### config.mk
export PLATFORM = sky130hd
export DESIGN_NAME = mesm6_alu_ctl_flat
export DESIGN_NICKNAME = d
export VERILOG_FILES = /design/src/rtl/mesm6_alu_ctl_if.sv /design/src/rtl/mesm6_alu_ctl.sv /design/src/flat_wrapper.sv
export SDC_FILE = /design/constraint.sdc
export NUM_CORES = 1
export LEC_CHECK = 0
export CAP_MARGIN = 0
export CORE_MARGIN = 1.5
export CORE_UTILIZATION = 40
export CTS_BUF_LIST = sky130_fd_sc_hd__clkbuf_2
export DETAILED_ROUTE_END_ITERATION = 10
export GPL_TIMING_DRIVEN = 0
export HOLD_SLACK_MARGIN = 0.08
export MAX_ROUTING_LAYER = met4
export PLACE_DENSITY = 0.81
export SLEW_MARGIN = 20
export SYNTH_ARGS = -nofsm -noshare
export SYNTH_HDL_FRONTEND = slang
export SYNTH_SLANG_ARGS = --single-unit
### constraint.sdc
create_clock -name clk -period 3.85 [get_ports clk]
set_input_delay 0.385 -clock clk [delete_from_list [all_inputs] [get_ports clk]]
set_output_delay 0.385 -clock clk [all_outputs]
set_load 0.01 [all_outputs]
### src/rtl/mesm6_alu_ctl_if.sv
// Decoder-side command and response channels of mesm6_alu_ctl.
// The master modport is the decoder; the slave modport is the ALU control block.
interface mesm6_alu_ctl_if #(
    parameter int ALU_OP_WIDTH = 5
);
    logic                    req_valid;
    logic                    req_ready;
    logic [ALU_OP_WIDTH-1:0] req_op;
    logic [47:0]             req_a;
    logic [47:0]             req_b;
    logic                    req_wy;
    logic                    req_grp_log;
    logic                    req_norm;
    logic                    req_round;
    logic                    rsp_valid;
    logic                    rsp_ready;
    logic [47:0]             rsp_acc;
    logic                    rsp_err;

    modport master (
        output req_valid, req_op, req_a, req_b, req_wy, req_grp_log, req_norm, req_round,
        output rsp_ready,
        input  req_ready, rsp_valid, rsp_acc, rsp_err
    );

    modport slave (
        input  req_valid, req_op, req_a, req_b, req_wy, req_grp_log, req_norm, req_round,
        input  rsp_ready,
        output req_ready, rsp_valid, rsp_acc, rsp_err
    );
endinterface

### src/rtl/mesm6_alu_ctl.sv
// Issuing side of the MESM-6 ALU handshake: one command in flight, result returned on a response channel.
// Build macro MESM6_ALU_TIMEOUT_EN adds a BUSY watchdog that aborts after TIMEOUT_CYCLES cycles.
module mesm6_alu_ctl #(
    parameter int                      ALU_OP_WIDTH   = 5,
    parameter logic [ALU_OP_WIDTH-1:0] ALU_NOP        = '0,
    parameter int                      TIMEOUT_CYCLES = 128
) (
    input  logic                    clk,
    input  logic                    reset_n,
    mesm6_alu_ctl_if.slave          bus,
    output logic [ALU_OP_WIDTH-1:0] alu_op,
    output logic                    alu_wy,
    output logic                    alu_grp_log,
    output logic                    alu_do_norm,
    output logic                    alu_do_round,
    output logic [47:0]             alu_a,
    output logic [47:0]             alu_b,
    input  logic [47:0]             alu_acc,
    input  logic                    alu_done
);

    if (TIMEOUT_CYCLES < 4 || TIMEOUT_CYCLES > 1023) begin : g_bad_timeout
        $error("TIMEOUT_CYCLES must be within 4..1023");
    end

    typedef enum logic [1:0] {
        S_IDLE,
        S_YWR,
        S_BUSY,
        S_RESP
    } state_t;

    state_t      r_state;
    logic        r_rsp_valid;
    logic [47:0] r_rsp_acc;
    logic        w_req_ready;
    logic        w_accept;

`ifdef MESM6_ALU_TIMEOUT_EN
    localparam logic [9:0] TMO_LAST = 10'(TIMEOUT_CYCLES - 1);
    logic [9:0] r_tmo_cnt;
    logic       r_rsp_err;
`endif

    // A done left over from an interrupted operation must clear before a new command goes out.
    assign w_req_ready = (r_state == S_IDLE) && !alu_done;
    assign w_accept    = bus.req_valid && w_req_ready;

    assign bus.req_ready = w_req_ready;
    assign bus.rsp_valid = r_rsp_valid;
    assign bus.rsp_acc   = r_rsp_acc;
`ifdef MESM6_ALU_TIMEOUT_EN
    assign bus.rsp_err   = r_rsp_err;
`else
    assign bus.rsp_err   = 1'b0;
`endif

    always_ff @(posedge clk or negedge reset_n) begin
        if (!reset_n) begin
            r_state      <= S_IDLE;
            alu_op       <= ALU_NOP;
            alu_a        <= '0;
            alu_b        <= '0;
            alu_wy       <= 1'b0;
            alu_grp_log  <= 1'b0;
            alu_do_norm  <= 1'b0;
            alu_do_round <= 1'b0;
            r_rsp_valid  <= 1'b0;
            r_rsp_acc    <= '0;
`ifdef MESM6_ALU_TIMEOUT_EN
            r_rsp_err    <= 1'b0;
            r_tmo_cnt    <= '0;
`endif
        end else begin
            case (r_state)
                S_IDLE: begin
                    if (w_accept) begin
                        alu_a <= bus.req_a;
                        if (bus.req_op == ALU_NOP) begin
                            // Y-write: the ALU samples Y while the op stays NOP for one cycle.
                            alu_wy  <= bus.req_wy;
                            r_state <= S_YWR;
                        end else begin
                            alu_op       <= bus.req_op;
                            alu_b        <= bus.req_b;
                            alu_wy       <= 1'b0;
                            alu_grp_log  <= bus.req_grp_log;
                            alu_do_norm  <= bus.req_norm;
                            alu_do_round <= bus.req_round;
`ifdef MESM6_ALU_TIMEOUT_EN
                            r_tmo_cnt    <= '0;
`endif
                            r_state      <= S_BUSY;
                        end
                    end
                end
                S_YWR: begin
                    alu_wy  <= 1'b0;
                    r_state <= S_IDLE;
                end
                S_BUSY: begin
                    if (alu_done) begin
                        r_rsp_acc   <= alu_acc;
                        r_rsp_valid <= 1'b1;
                        alu_op      <= ALU_NOP;
`ifdef MESM6_ALU_TIMEOUT_EN
                        r_rsp_err   <= 1'b0;
`endif
                        r_state     <= S_RESP;
                    end
`ifdef MESM6_ALU_TIMEOUT_EN
                    else if (r_tmo_cnt == TMO_LAST) begin
                        r_rsp_acc   <= '0;
                        r_rsp_err   <= 1'b1;
                        r_rsp_valid <= 1'b1;
                        alu_op      <= ALU_NOP;
                        r_state     <= S_RESP;
                    end else begin
                        r_tmo_cnt <= r_tmo_cnt + 10'd1;
                    end
`endif
                end
                S_RESP: begin
                    // At least one RESP cycle with op=NOP lets the ALU drop done before the next op.
                    if (bus.rsp_ready) begin
                        r_rsp_valid <= 1'b0;
                        r_state     <= S_IDLE;
                    end
                end
                default: r_state <= S_IDLE;
            endcase
        end
    end

endmodule

### src/flat_wrapper.sv
// flat-port wrapper written by rule: the top's interface ports become plain ports
module mesm6_alu_ctl_flat 
#(
    parameter int                      ALU_OP_WIDTH   = 5,
    parameter logic [ALU_OP_WIDTH-1:0] ALU_NOP        = '0,
    parameter int                      TIMEOUT_CYCLES = 128
)
  (clk, reset_n, alu_op, alu_wy, alu_grp_log, alu_do_norm, alu_do_round, alu_a, alu_b, alu_acc, alu_done, bus_req_valid, bus_req_op, bus_req_a, bus_req_b, bus_req_wy, bus_req_grp_log, bus_req_norm, bus_req_round, bus_rsp_ready, bus_req_ready, bus_rsp_valid, bus_rsp_acc, bus_rsp_err);
  mesm6_alu_ctl_if #(.ALU_OP_WIDTH(ALU_OP_WIDTH)) bus_i ();
  input  logic clk;
  input  logic reset_n;
  output logic [ALU_OP_WIDTH-1:0] alu_op;
  output logic alu_wy;
  output logic alu_grp_log;
  output logic alu_do_norm;
  output logic alu_do_round;
  output logic [47:0] alu_a;
  output logic [47:0] alu_b;
  input  logic [47:0] alu_acc;
  input  logic alu_done;
  input wire logic [$bits(bus_i.req_valid)-1:0] bus_req_valid;
  input wire logic [$bits(bus_i.req_op)-1:0] bus_req_op;
  input wire logic [$bits(bus_i.req_a)-1:0] bus_req_a;
  input wire logic [$bits(bus_i.req_b)-1:0] bus_req_b;
  input wire logic [$bits(bus_i.req_wy)-1:0] bus_req_wy;
  input wire logic [$bits(bus_i.req_grp_log)-1:0] bus_req_grp_log;
  input wire logic [$bits(bus_i.req_norm)-1:0] bus_req_norm;
  input wire logic [$bits(bus_i.req_round)-1:0] bus_req_round;
  input wire logic [$bits(bus_i.rsp_ready)-1:0] bus_rsp_ready;
  output wire logic [$bits(bus_i.req_ready)-1:0] bus_req_ready;
  output wire logic [$bits(bus_i.rsp_valid)-1:0] bus_rsp_valid;
  output wire logic [$bits(bus_i.rsp_acc)-1:0] bus_rsp_acc;
  output wire logic [$bits(bus_i.rsp_err)-1:0] bus_rsp_err;
  assign bus_i.req_valid = bus_req_valid;
  assign bus_i.req_op = bus_req_op;
  assign bus_i.req_a = bus_req_a;
  assign bus_i.req_b = bus_req_b;
  assign bus_i.req_wy = bus_req_wy;
  assign bus_i.req_grp_log = bus_req_grp_log;
  assign bus_i.req_norm = bus_req_norm;
  assign bus_i.req_round = bus_req_round;
  assign bus_i.rsp_ready = bus_rsp_ready;
  assign bus_req_ready = bus_i.req_ready;
  assign bus_rsp_valid = bus_i.rsp_valid;
  assign bus_rsp_acc = bus_i.rsp_acc;
  assign bus_rsp_err = bus_i.rsp_err;
  mesm6_alu_ctl #(.ALU_OP_WIDTH(ALU_OP_WIDTH), .ALU_NOP(ALU_NOP), .TIMEOUT_CYCLES(TIMEOUT_CYCLES)) u_core (.clk(clk), .reset_n(reset_n), .bus(bus_i), .alu_op(alu_op), .alu_wy(alu_wy), .alu_grp_log(alu_grp_log), .alu_do_norm(alu_do_norm), .alu_do_round(alu_do_round), .alu_a(alu_a), .alu_b(alu_b), .alu_acc(alu_acc), .alu_done(alu_done));
endmodule
==> results.sh <==
export IMPL_fin_crit_sh=0.625
export IMPL_crit_type="reg2out"
export IMPL_totalWireLength_mm=16.6
export IMPL_grt_pass1_wl_mm=25.9
export IMPL_max_freq_ghz=0.416
export IMPL_cts_root_buffer="clkbuf_2"
export IMPL_die_h_um=127
export IMPL_skew_ps=25.2
export IMPL_layoutNonFillerInstCount=999
export IMPL_reg2reg_slack_ps=1730
export IMPL_cp_startpoint="u_core.r_state[0]$_DFFE_PN0P_"
export IMPL_num_rows=45
export IMPL_r2r_start="u_core.r_state[0]$_DFFE_PN0P_"
export IMPL_rsz0062_at_grt="false"
export IMPL_synth_avg_cell_area_um2=13.2
export IMPL_portBuffers=312
export IMPL_start_kind="flip-flop"
export IMPL_ys_ff_latch=156
export IMPL_drt_iter0_markers=208
export IMPL_post_dp_hpwl_mm=12.7
export IMPL_seq_area_um2=3900
export IMPL_cts_resized=0
export IMPL_synth_edf_count=0
export IMPL_vias_per_cell=4.71
export IMPL_vdd_ir_drop_max_v=0.000401
export IMPL_utilization=0.644
export IMPL_rr_endpoint="u_core.bus.rsp_acc[16]$_DFFE_PN0P_"
export IMPL_power_leakage_uw=0.00444
export IMPL_synth_cell_area_um2=6140
export IMPL_hold_end="u_core.alu_a[24]$_DFFE_PN0P_"
export IMPL_hp_start="bus_req_a[24]"
export IMPL_hold_class="in2reg"
export IMPL_antenna_found_initial=1
export IMPL_synthAdderAreaFrac=0
export IMPL_syn_to_final_growth_pct=58.1
export IMPL_multiInputGateArea_um2=2080
export IMPL_arrival_ps=2020
export IMPL_drive_gt1_frac=0.167
export IMPL_fin_nets=958
export IMPL_dp_cells=968
export IMPL_fill_cells=1175
export IMPL_synth_nets=625
export IMPL_ctsHtreeMaxLevel=4
export IMPL_layout_common_cells="clkdlybuf4s50_1 (311), dfrtp_1 (156), nand2_1 (146), mux2_2 (50), mux2_4 (49)"
export IMPL_tightestPinTransition_ps=883
export IMPL_gp_congestion=0.773
export IMPL_die_area_um2=16100
export IMPL_hold_viol=0
export IMPL_min_path_cells=3
export IMPL_synth_xor_area_share=0
export IMPL_ys_seq_area_frac=0.635
export IMPL_worst_setup_path_end_kind="output port"
export IMPL_drtAntennaViolNets=0
export IMPL_max_clock_path_buffers=2
export IMPL_grt_ovfl_total=0
export IMPL_synth_compound_area_frac=0.00896
export IMPL_initial_utilization=0.407
export IMPL_die_w_um=127
export IMPL_total_power_uw=7400
export IMPL_fin_crit_ps=2410
export IMPL_tns_ps=0
export IMPL_cellPowerDensity_nw_per_um2=761
export IMPL_grt_max_degree=93
export IMPL_route_detailed_drc=0
export IMPL_slew_headroom=0.409
export IMPL_grt_usage=0.214
export IMPL_worstRegToRegCells=5
export IMPL_mostFrequentLayoutCell="clkdlybuf4s50_1"
export IMPL_critPathMaxFanout=8
export IMPL_synthSimpleGateAreaFrac=0.117
export IMPL_cts_tree="built"
export IMPL_syn_inst=467
export IMPL_numCtsBuffers=17
export IMPL_cp_required_ps=3460
export IMPL_synth_mux_area_frac=0.211
export IMPL_slew_viol_final=0
export IMPL_ios=314
export IMPL_synth_flop_cell="dfrtp_1"
export IMPL_cts_sinks=156
export IMPL_outcome="completed"
export IMPL_clock_latency_ps=670
export IMPL_core_region_area_um2=15100
export IMPL_setup_viol=0
export IMPL_vias=4708
export IMPL_synth_top_family_by_area="multiplexers"
export IMPL_drv_cap=0
export IMPL_wire_per_inst_um=16.6
export IMPL_yosys_warnings=0
export IMPL_grt_pass1_vias=4958
export IMPL_async_flop_share=1.00
export IMPL_first_pass_iters=4
export IMPL_yosysUniqueCellTypes=30
export IMPL_clk_pin_slew_ps=220
## stage by stage
stage | setup WS [ps] | hold WS (ps) | cell area (um2)
CTS | 1350 | 115 | 9710
global route | 1250 | 95.6 | 9720
global placement | -3600 | 457 | 9500
detailed placement | 1270 | 445 | 9540
finish | 1440 | 205 | 9720
floorplan | 1980 | 89.4 | 6140
## repair_timing
item                                   4_1_cts  5_1_grt
hold buffers                                 1        0
buffers inserted                             0        0
endpoints found under the hold margin       91        0
## synthesized netlist by cell type (2+ instances only)
cell type	instances	area share
buf_6	6	0.011
mux2_4	49	0.12
nand2_1	146	0.089
mux2_2	50	0.092
nand4_1	6	0.0061
nand3_1	13	0.011
inv_1	2	0.0012
clkbuf_1	13	0.0079
buf_1	4	0.0024
dfrtp_1	156	0.64
buf_2	3	0.0024
## worst max path at each step
stage	cells past startpoint	endpoint
CTS	3	bus_req_ready
floorplan	6	u_core.alu_b[0]$_DFFE_PN0P_
finish	3	bus_req_ready
detailed placement	5	u_core.bus.rsp_acc[16]$_DFFE_PN0P_
global route	3	bus_req_ready
global placement	1	u_core.alu_a[39]$_DFFE_PN0P_
## layer usage
| layer | track usage | part of all wire | vias up | routed length [um] |
|---|---|---|---|---|
| met1 | 0.250 | 0.40 | 2269 | 6550 |
| li1 | - | - | 2209 | - |
| met5 | - | 0 | - | 0 |
| met3 | 0.0675 | 0.076 | 22 | 1260 |
| met4 | 0.0735 | 0.021 | 0 | 348 |
| met2 | 0.352 | 0.51 | 208 | 8410 |
## kinds of logic after synthesis
family	after synthesis
other	1
multiplexers	99
flip-flops	156
buffers and inverters	30
AND/OR/NAND/NOR	173
AO/OA/AOI/OAI	8
## worst max-delay path, cell delays in order, from the launching register on
cell	delay [ps]
dfrtp_1	400
buf_2	160
nor3_1	190
clkdlybuf4s50_1	610
## flip-flops by register name, indices dropped and copies added, names as in the netlist
signal                cells
u_core.alu_grp_log        1
u_core.alu_b             48
u_core.alu_do_round       1
u_core.alu_a             48
u_core.bus.rsp_acc       48
u_core.bus.rsp_valid      1
u_core.alu_wy             1
u_core.r_state            2
u_core.alu_do_norm        1
u_core.alu_op             5
## power breakdown
group          switching (uW)  internal, uW  total [uW]
registers                 457          2460        2920
clock network             531           204         735
logic                    1420          2330        3750
## area by class of cell
| cell class | instances | area share |
|---|---|---|
| inverters | 3 | 0.00116 |
| repair buffers | 314 | 0.326 |
| well taps | 188 | 0.0242 |
| multi-input cells | 281 | 0.214 |
| diodes | 1 | 0.000258 |
| clock buffers | 17 | 0.00876 |
| flip-flops and latches | 156 | 0.402 |
| plain buffers | 27 | 0.0158 |
| clock inverters | 12 | 0.00863 |
Power figures use the tool's default switching activity.
